`src/rtl/mem_arbiter_pkg.sv`:
```
// Shared defines for the memory arbiter: bus widths, stall-bus bit positions,
// FSM state encodings and load/store width codes.
package mem_arbiter_pkg;

    localparam int ADDR_LEN = 32;
    localparam int BYTE_LEN = 8;
    localparam int DATA_LEN = 32;
    localparam int CNT_LEN  = 3;

    // Stall bus: bit positions of the per-requester busy lines
    localparam int STALL_LEN = 2;
    localparam int STALL_IF  = 0;
    localparam int STALL_MEM = 1;

    // FSM states
    localparam logic [1:0] ST_IDLE = 2'b00;
    localparam logic [1:0] ST_RD   = 2'b01;
    localparam logic [1:0] ST_WR   = 2'b10;

    // Load/store width codes (11 aliases a full word)
    localparam logic [1:0] WIDTH_B  = 2'b00;
    localparam logic [1:0] WIDTH_H  = 2'b01;
    localparam logic [1:0] WIDTH_W  = 2'b10;
    localparam logic [1:0] WIDTH_W2 = 2'b11;

    // Byte count for a width code
    function automatic logic [CNT_LEN-1:0] width_len(input logic [1:0] w);
        case (w)
            WIDTH_B: return 3'd1;
            WIDTH_H: return 3'd2;
            default: return 3'd4;
        endcase
    endfunction

endpackage

```
`src/rtl/mem_arbiter.sv`:
```
// Byte-serial arbiter between the instruction-fetch port and the load/store
// port onto a single byte-wide RAM with one-cycle read latency.
// Fixed priority (mem wins), non-preemptive, one-cycle bubble after each done.
module mem_arbiter
    import mem_arbiter_pkg::*;
(
    input  logic                clk_in,
    input  logic                rst_in,
    input  logic                rdy_in,
    input  logic                io_buffer_full,
    input  logic                if_req,
    input  logic [ADDR_LEN-1:0] if_addr,
    output logic                if_done,
    output logic [DATA_LEN-1:0] if_inst,
    input  logic                mem_req,
    input  logic                mem_we,
    input  logic [1:0]          mem_width,
    input  logic [ADDR_LEN-1:0] mem_addr,
    input  logic [DATA_LEN-1:0] mem_wdata,
    output logic                mem_done,
    output logic [DATA_LEN-1:0] mem_rdata,
    input  logic [BYTE_LEN-1:0] ram_din,
    output logic [BYTE_LEN-1:0] ram_dout,
    output logic [ADDR_LEN-1:0] ram_a,
    output logic                ram_wr,
    output logic                busy_if,
    output logic                busy_mem
);

    logic [1:0]          state;
    logic [CNT_LEN-1:0]  cnt;
    logic [CNT_LEN-1:0]  len;
    logic [ADDR_LEN-1:0] base;
    logic [DATA_LEN-1:0] wdata_q;
    logic                sel_mem;
    logic [DATA_LEN-1:0] rd_buf;
    logic [DATA_LEN-1:0] rd_next;
    logic                rdy_q;
    logic [BYTE_LEN-1:0] din_hold;
    logic [BYTE_LEN-1:0] din_eff;

    assign busy_if  = if_req & ~if_done;
    assign busy_mem = mem_req & ~mem_done;

    assign ram_a  = (state == ST_IDLE) ? '0 : base + {{(ADDR_LEN-CNT_LEN){1'b0}}, cnt};
    assign ram_wr = (state == ST_WR) & rdy_in & ~io_buffer_full;

    // The RAM keeps reading while we are frozen, so ram_din only belongs to
    // byte cnt-1 in the cycle right after an active one; otherwise use the
    // byte snapshotted on the first frozen cycle.
    assign din_eff = rdy_q ? ram_din : din_hold;

    // Byte lane of the latched store data selected by the byte counter
    always_comb begin
        ram_dout = '0;
        if (state == ST_WR) begin
            case (cnt[1:0])
                2'd0:    ram_dout = wdata_q[7:0];
                2'd1:    ram_dout = wdata_q[15:8];
                2'd2:    ram_dout = wdata_q[23:16];
                default: ram_dout = wdata_q[31:24];
            endcase
        end
    end

    // Merge the returning byte (cnt-1) into the little-endian read buffer
    always_comb begin
        rd_next = rd_buf;
        case (cnt)
            3'd1:    rd_next[7:0]   = din_eff;
            3'd2:    rd_next[15:8]  = din_eff;
            3'd3:    rd_next[23:16] = din_eff;
            3'd4:    rd_next[31:24] = din_eff;
            default: ;
        endcase
    end

    // Track freeze edges and hold the last fresh RAM byte across a freeze
    always_ff @(posedge clk_in or negedge rst_in) begin
        if (!rst_in) begin
            rdy_q    <= 1'b0;
            din_hold <= '0;
        end else begin
            rdy_q    <= rdy_in;
            din_hold <= din_eff;
        end
    end

    // Arbitration FSM, byte counter, latched request and done/data outputs
    always_ff @(posedge clk_in or negedge rst_in) begin
        if (!rst_in) begin
            state     <= ST_IDLE;
            cnt       <= '0;
            len       <= '0;
            base      <= '0;
            wdata_q   <= '0;
            sel_mem   <= 1'b0;
            rd_buf    <= '0;
            if_done   <= 1'b0;
            mem_done  <= 1'b0;
            if_inst   <= '0;
            mem_rdata <= '0;
        end else if (rdy_in) begin
            case (state)
                ST_IDLE: begin
                    if_done  <= 1'b0;
                    mem_done <= 1'b0;
                    cnt      <= '0;
                    // no accept while a done pulse is showing: requester
                    // still sees its old req high in that cycle
                    if (!if_done && !mem_done) begin
                        if (mem_req) begin
                            state   <= mem_we ? ST_WR : ST_RD;
                            base    <= mem_addr;
                            len     <= width_len(mem_width);
                            wdata_q <= mem_wdata;
                            sel_mem <= 1'b1;
                            rd_buf  <= '0;
                        end else if (if_req) begin
                            state   <= ST_RD;
                            base    <= if_addr;
                            len     <= 3'd4;
                            wdata_q <= '0;
                            sel_mem <= 1'b0;
                            rd_buf  <= '0;
                        end
                    end
                end
                ST_RD: begin
                    rd_buf <= rd_next;
                    cnt    <= cnt + 3'd1;
                    if (cnt == len) begin
                        state <= ST_IDLE;
                        cnt   <= '0;
                        if (sel_mem) begin
                            mem_rdata <= rd_next;
                            mem_done  <= 1'b1;
                        end else begin
                            if_inst <= rd_next;
                            if_done <= 1'b1;
                        end
                    end
                end
                ST_WR: begin
                    if (!io_buffer_full) begin
                        cnt <= cnt + 3'd1;
                        if (cnt == len - 3'd1) begin
                            state    <= ST_IDLE;
                            cnt      <= '0;
                            mem_done <= 1'b1;
                        end
                    end
                end
                default: state <= ST_IDLE;
            endcase
        end
    end

endmodule

```
`config.mk`:
```
export PLATFORM = sky130hd
export DESIGN_NAME = mem_arbiter
export DESIGN_NICKNAME = d
export VERILOG_FILES = /design/src/rtl/mem_arbiter_pkg.sv /design/src/rtl/mem_arbiter.sv
export SDC_FILE = /design/constraint.sdc
export NUM_CORES = 1
export LEC_CHECK = 0
export ABC_AREA = 1
export CAP_MARGIN = 5
export CORE_MARGIN = 10
export CORE_UTILIZATION = 54
export DETAILED_ROUTE_END_ITERATION = 16
export PLACE_DENSITY = 0.85
export SYNTH_ARGS = -nofsm -noshare
export SYNTH_HDL_FRONTEND = slang
export SYNTH_SLANG_ARGS = --single-unit
```
`constraint.sdc`:
```
create_clock -name clk_in -period 6.6 [get_ports clk_in]
set_input_delay 1.32 -clock clk_in [delete_from_list [all_inputs] [get_ports clk_in]]
set_output_delay 1.32 -clock clk_in [all_outputs]
set_load 0.005 [all_outputs]
```
==> results of run 1 <==
area by class of cell:
type                    count  area, um2  share of cell area (%)
inverters                  94      352.8                   2.926
clock buffers              21      470.5                   3.901
clock inverters            11      145.1                   1.204
repair buffers            230       2281                   18.91
flip-flops and latches    180       4504                   37.35
well taps                 220      275.3                   2.283
multi-input cells         840       4030                   33.42
sequential cells by signal, summed over array words and instances (netlist names):
| name | cells |
|---|---|
| if_done | 1 |
| cnt | 3 |
| rd_buf | 32 |
| sel_mem | 1 |
| len | 3 |
| rdy_q | 1 |
| base | 32 |
| mem_done | 1 |
| wdata_q | 32 |
| mem_rdata | 32 |
| din_hold | 8 |
| if_inst | 32 |
| state | 2 |
report_power, final:
part | switching (mW) | leakage (nW) | internal, mW
Combinational | 0.966 | 2.86 | 0.707
Clock | 0.459 | 0.291 | 0.597
Sequential | 0.268 | 2.40 | 1.38
Total | 1.69 | 5.56 | 2.68
logic make-up after synthesis:
logic type | Yosys count | share of synthesized area (%)
AOI/OAI and AO/OA | 192 | 12.97
DFF | 180 | 48.91
xor gates and xnor gates | 4 | 0.3805
buffers and inverters | 156 | 7.336
and+or+nand+nor | 630 | 28.42
adders and majority gates | 14 | 1.983
metrics by stage:
step           total power, mW  std cells  utilization (%)  setup slack [ns]
2_1_floorplan            2.572       1176                -             3.308
3_3_place_gp             3.274       1564            68.76             2.591
3_5_place_dp             3.323       1564            68.76             2.569
4_1_cts                  4.382       1596            72.46             2.217
5_1_grt                  4.645       1596            72.46             2.041
6_report                 4.377       1596            72.46             2.207
worst max path at each step:
stage             start  depth (start not counted)  slack [ns]  endpoint
2_1_floorplan   mem_req                          4        3.31  busy_mem
5_1_grt        state[1]                          6        2.04  ram_a[2]
3_3_place_gp     rdy_in                          4        2.59    ram_wr
4_1_cts        state[1]                          6        2.22  ram_a[2]
3_5_place_dp     rdy_in                          4        2.57    ram_wr
6_report       state[1]                          6        2.21  ram_a[2]
placed cells by master (no fill, tap or decap), drive strengths merged, types with 8 or more instances in the layout:
cell type / n
a21oi: 20
a22o: 32
a31oi: 8
buf: 10
clkbuf: 21
clkdlybuf4s50: 220
dfrtp: 180
ha: 13
inv: 95
nand2: 347
nand3: 109
nor2: 153
o21ai: 93
o31ai: 32
Yosys cell counts (8+ instances only):
cell | n | share of area (%)
a31oi_1 | 8 | 0.54
nand2_1 | 345 | 14
a21oi_1 | 19 | 1.0
o21ai_1 | 10 | 0.54
nor2_1 | 144 | 5.9
inv_1 | 91 | 3.7
ha_1 | 13 | 1.8
o31ai_1 | 32 | 2.6
buf_4 | 12 | 0.98
o21ai_0 | 83 | 4.5
a22o_1 | 32 | 3.0
clkbuf_1 | 16 | 0.65
nand3_1 | 107 | 5.8
buf_1 | 8 | 0.33
dfrtp_1 | 180 | 49
buf_2 | 22 | 1.2
tightest hold or removal path, stage by stage (launching register included):
cell and delay, ns:
dfrtp_1 0.34, nand2_1 0.05, nand2_1 0.05
per-layer routing:
metal | wire length [um] | part of all wire [%] | vias up | track usage, %
met2 | 13710 | 48 | 381 | 40.85
met1 | 11410 | 40 | 4169 | 30.12
li1 | - | - | 4210 | -
met4 | 707 | 2.5 | 0 | 8.951
met3 | 2663 | 9.3 | 56 | 8.463
met5 | 0 | 0 | - | 0
==> flow_summary_export.csv, run 1 <==
group,metric,value,unit
detailed_routing,drt_wl_total,28.49,mm
clocking,clk_pin_slew,0.07,ns
hold_path,hold_class,"flop to flop",
synthesis,synth-main-ff-cell,"dfrtp_1",
clocking,holdBufCountCts,0,
grt,antenna_found_initial,0,
cells_and_area,area_growth,30.93,%
power,vdd_ir_drop_max,0.3064,mV
sta,clock.fmax,227.6,MHz
hold_path,worstHoldPathCells,2,
worst_setup_path,r2r_slack,3.62,ns
worst_setup_path,worstPathMaxFanout,21,
placement,dp_hpwl,20.77,mm
die,die_y,150.6,um
die,rows,47,
sta,rsz0062_at_grt,"no",
synthesis,yosysSeqAreaShare,48.91,%
outcome,status,"completed",
die,ios,222,
cells_and_area,stdcell_area,12060,um2
clocking,cts_resized,0,
sta,tns,0,ns
cells_and_area,n_antenna_cell,0,
sta,worstMarginPinSlew,1.015,ns
synthesis,yosysUniqueCellTypes,40,
clocking,clk_latency,0.44,ns
synthesis,synth_area,9210,um2
clocking,h-tree-depth,4,
cells_and_area,nFillCells,1339,
worst_setup_path,ff2ff_path_depth,8,
detailed_routing,via_per_inst,5.524,
sta,final-setup-viol-count,0,
worst_setup_path,worstSetupStartpointType,"flop",
clocking,clk_path_buf_depth,2,
die,dieArea,22680,um2
worst_setup_path,path_class,"flop to output pin",
grt,grt_pass1_vias,8562,
clocking,postCtsSetupRepairBufs,0,
worst_setup_path,worstReg2RegEnd,"rd_buf[30]",
worst_setup_path,critPathTopFamily,"buffers and inverters",
detailed_routing,firstDrtPassIters,6,
die,start_util,55.34,%
worst_setup_path,r2r_start,"state[1]",
die,dieWidth,150.6,um
synthesis,synth_edf_count,0,
detailed_routing,ant_nets,0,
sta,clock_skew,0.01013,ns
worst_setup_path,critPathMaxStageDelay,0.75,ns
synthesis,ys_seq_elements,180,
die,core_area,16640,um2
sta,relSlewSlack,32.33,%
synthesis,synth_warnings,0,
worst_setup_path,critPathMostFrequentCell,"inv_1",
power,p_per_area,363.0,nW/um2
clocking,cts-root-buf,"clkbuf_16",
detailed_routing,vias,8816,
clocking,cts_tree,"yes",
clocking,clock-sinks,180,
worst_setup_path,cp.required,5.28,ns
hold_path,hp-start,"if_inst[25]",
grt,overflow,0,
hold_path,min_to,"if_inst[25]",
worst_setup_path,critPathCaptureType,"output pin",
detailed_routing,wl_per_cell,17.85,um
sta,slew_viol_final,0,
grt,grt_use_total,24.97,%
synthesis,synth_nets,1303,
grt,grt_pass1_wl,44.86,mm
synthesis,syn_area_per_cell,7.832,um2
power,leakage,5.558,nW
detailed_routing,drc_errors,0,
worst_setup_path,cp_cell_sequence,"inv_1 > ha_1 > inv_1 > o21ai_0 > a21oi_1 > clkdlybuf4s50_1",
sta,whs,0.4703,ns
detailed_routing,drt_iter0_drc,684,
cells_and_area,final_nets,1490,
sta,hold_viol_final,0,
cells_and_area,drive_gt1_share,4.360,%
placement,dpl-instance-area,11440,um2
clocking,cts_buffers,17,
sta,min_period_over_period,66.57,%
worst_setup_path,cpMaxStageDelayCell,"ha_1",
synthesis,synth-async-reset-ratio,100.0,%
sta,post-route-min-period,4.393,ns
placement,portBuffers,221,
placement,gp_congestion,0.9371,
worst_setup_path,cp_num_buf_inv,3,
run,maxCapViolCount,0,
grt,grt_max_degree,100,
synthesis,syn_inst,1176,
worst_setup_path,cp.arrival,3.07,ns
Note: power is estimated with default switching activity, not from simulation.
==> run 2: changes to the inputs <==
--- a/config.mk
+++ b/config.mk
@@ -8,9 +8,9 @@
 export ABC_AREA = 1
 export CAP_MARGIN = 5
 export CORE_MARGIN = 10
-export CORE_UTILIZATION = 54
+export CORE_UTILIZATION = 50
 export DETAILED_ROUTE_END_ITERATION = 16
-export PLACE_DENSITY = 0.85
+export PLACE_DENSITY = 0.79
 export SYNTH_ARGS = -nofsm -noshare
 export SYNTH_HDL_FRONTEND = slang
 export SYNTH_SLANG_ARGS = --single-unit
==> constraint.sdc (replaced) <==
create_clock -name clk_in -period 4.5 [get_ports clk_in]
set_input_delay 0.9 -clock clk_in [delete_from_list [all_inputs] [get_ports clk_in]]
set_output_delay 0.9 -clock clk_in [all_outputs]
set_load 0.005 [all_outputs]
==> run 2 against run 1 <==
Setup slack got worse by 1.6 ns. Critical endpoint is now ram_a[16]. Global-route usage decreased by 1.6 points. First-iteration DRC count down 1.9%. Sequential share of layout area fell by 0.058 points. Wire length shrank 1.2%. Die area grew 6.9%.
==> flow_summary_export.csv, run 2 (synthesis results as in run 1) <==
group,metric,value,unit
clocking,postCtsSetupRepairBufs,0,
worst_setup_path,cp.arrival,3.04,ns
power,p_sw_share,39.86,%
clocking,holdBufCountCts,0,
worst_setup_path,critPathCaptureType,"output pin",
worst_setup_path,cpMaxStageDelayCell,"clkdlybuf4s50_1",
outcome,status,"completed",
detailed_routing,vias,8629,
sta,post-route-min-period,3.939,ns
worst_setup_path,r2r_slack,1.87,ns
detailed_routing,drc_errors,0,
worst_setup_path,critPathMostFrequentCell,"nand2_1",
power,p_clk_share,23.1,%
sta,final-setup-viol-count,0,
die,dieArea,24250,um2
power,p_per_area,525.9,nW/um2
worst_setup_path,path_class,"flop to output pin",
grt,grt_max_degree,108,
grt,antenna_found_initial,0,
clocking,clk_latency,0.43,ns
sta,worstMarginPinSlew,1.000,ns
cells_and_area,drive_gt1_share,4.641,%
worst_setup_path,cp.required,3.60,ns
sta,slew_viol_final,0,
clocking,cts_tree,"yes",
placement,dp_hpwl,20.57,mm
sta,clock.fmax,253.9,MHz
sta,tns,0,ns
worst_setup_path,critPathTopFamily,"simple AND/OR/NAND/NOR gates",
power,vdd_ir_drop_max,0.3056,mV
cells_and_area,final_nets,1493,
grt,grt_pass1_vias,8738,
die,dieWidth,155.7,um
worst_setup_path,critPathMaxStageDelay,0.51,ns
clocking,cts_buffers,17,
detailed_routing,drt_iter0_drc,671,
cells_and_area,mostFrequentLayoutCells,"nand2_1, clkdlybuf4s50_1, dfrtp_1",
sta,relSlewSlack,32.62,%
hold_path,hold_class,"flop to flop",
clocking,clk_path_buf_depth,2,
placement,portBuffers,221,
detailed_routing,wl_per_cell,17.50,um
clocking,h-tree-depth,4,
worst_setup_path,worstSetupStartpointType,"flop",
power,p_comb_share,38.8,%
grt,overflow,0,
detailed_routing,dr_wl_met2,13.50,mm
detailed_routing,via_per_inst,5.366,
worst_setup_path,worstPathMaxFanout,6,
power,leakage,5.565,nW
die,core_area,18020,um2
detailed_routing,routed.top_layer,"met4",
worst_setup_path,cp_cell_sequence,"ha_1 > inv_1 > fa_1 > inv_1 > nand2_1 > nand2_1 > nand2_1 > nor2_1 > nand2_1 > nand2_1 > nand2_1 > nor2_1 > clkdlybuf4s50_1",
placement,dpl-instance-area,11490,um2
detailed_routing,ant_nets,0,
die,rows,49,
cells_and_area,area_growth,31.14,%
sta,clock_skew,0.008404,ns
clocking,clock-sinks,180,
run,maxCapViolCount,0,
power,p_int,3.819,mW
cells_and_area,layout_commonest_cell,"nand2_1",
die,ios,222,
sta,hold_viol_final,0,
detailed_routing,drt_wl_total,28.14,mm
grt,grt_use_total,23.36,%
clocking,clk_pin_slew,0.07,ns
clocking,cts_resized,0,
power,seqPwrFrac,38.1,%
detailed_routing,wl_met3,2.711,mm
grt,grt_pass1_wl,45.82,mm
cells_and_area,stdcell_area,12080,um2
detailed_routing,firstDrtPassIters,5,
sta,rsz0062_at_grt,"no",
cells_and_area,n_antenna_cell,0,
detailed_routing,wl_met1,11.41,mm
placement,gp_congestion,0.8905,
power,power_switching,2.532,mW
die,start_util,51.10,%
sta,min_period_over_period,87.54,%
die,die_y,155.7,um
worst_setup_path,cp_num_buf_inv,3,
clocking,cts-root-buf,"clkbuf_16",
[run 2: area by class of cell]
class	instances	area [um2]
timing repair buffer	233	2316
clock inverter	15	162.7
multi-input combinational	840	4030
inverter	94	352.8
tap	229	286.5
sequential	180	4504
clock buffer	17	425.4
fill	1519	5947
[run 2: worst reg2reg max path: stages, from the launching register on]
cell	delay, ns
dfrtp_1	0.44
inv_1	0.16
nand2_1	0.07
nand2_1	0.08
nand3_1	0.12
inv_2	0.39
buf_4	0.42
nand2_2	0.50
o21ai_0	0.35
[run 2: final timing paths]
path,startpoint,to,cells after the start
min in group asynchronous,rst_in,mem_rdata[21],1
worst max-delay path,cnt[0],ram_a[16],13
worst min-delay path,if_inst[14],if_inst[14],2
worst min register to register,if_inst[14],if_inst[14],2
worst max register to register,cnt[0],mem_rdata[16],8
max in group asynchronous,rst_in,base[24],2
[run 2: power groups by stage]
stage          registers (mW)  clock network, mW  logic [mW]
2_1_floorplan            2.30                  0        1.47
3_3_place_gp             2.42                  0        2.43
3_5_place_dp             2.43                  0        2.46
4_1_cts                  2.41               1.49        2.48
5_1_grt                  2.47               1.57        2.75
6_report                 2.42               1.47        2.47
[run 2: metal layers]
layer  GRT usage, %  vias to the layer above
li1               -                     4217
met1          28.30                     4055
met2          38.71                      323
met3          7.913                       34
met4          6.774                        0
met5              0                        -
[run 2: metrics by stage]
| step | util [%] | worst slack [ns] | cells | power (mW) | hold WS [ns] |
|---|---|---|---|---|---|
| floorplan | - | 1.834 | 1176 | 3.772 | 0.4557 |
| global placement | 63.74 | 1.073 | 1576 | 4.843 | 0.4535 |
| detailed placement | 63.74 | 0.9962 | 1576 | 4.893 | 0.4593 |
| CTS | 67.01 | 0.5427 | 1608 | 6.374 | 0.4771 |
| global route | 67.01 | 0.2306 | 1608 | 6.786 | 0.4967 |
| finish | 67.01 | 0.5608 | 1608 | 6.351 | 0.4707 |
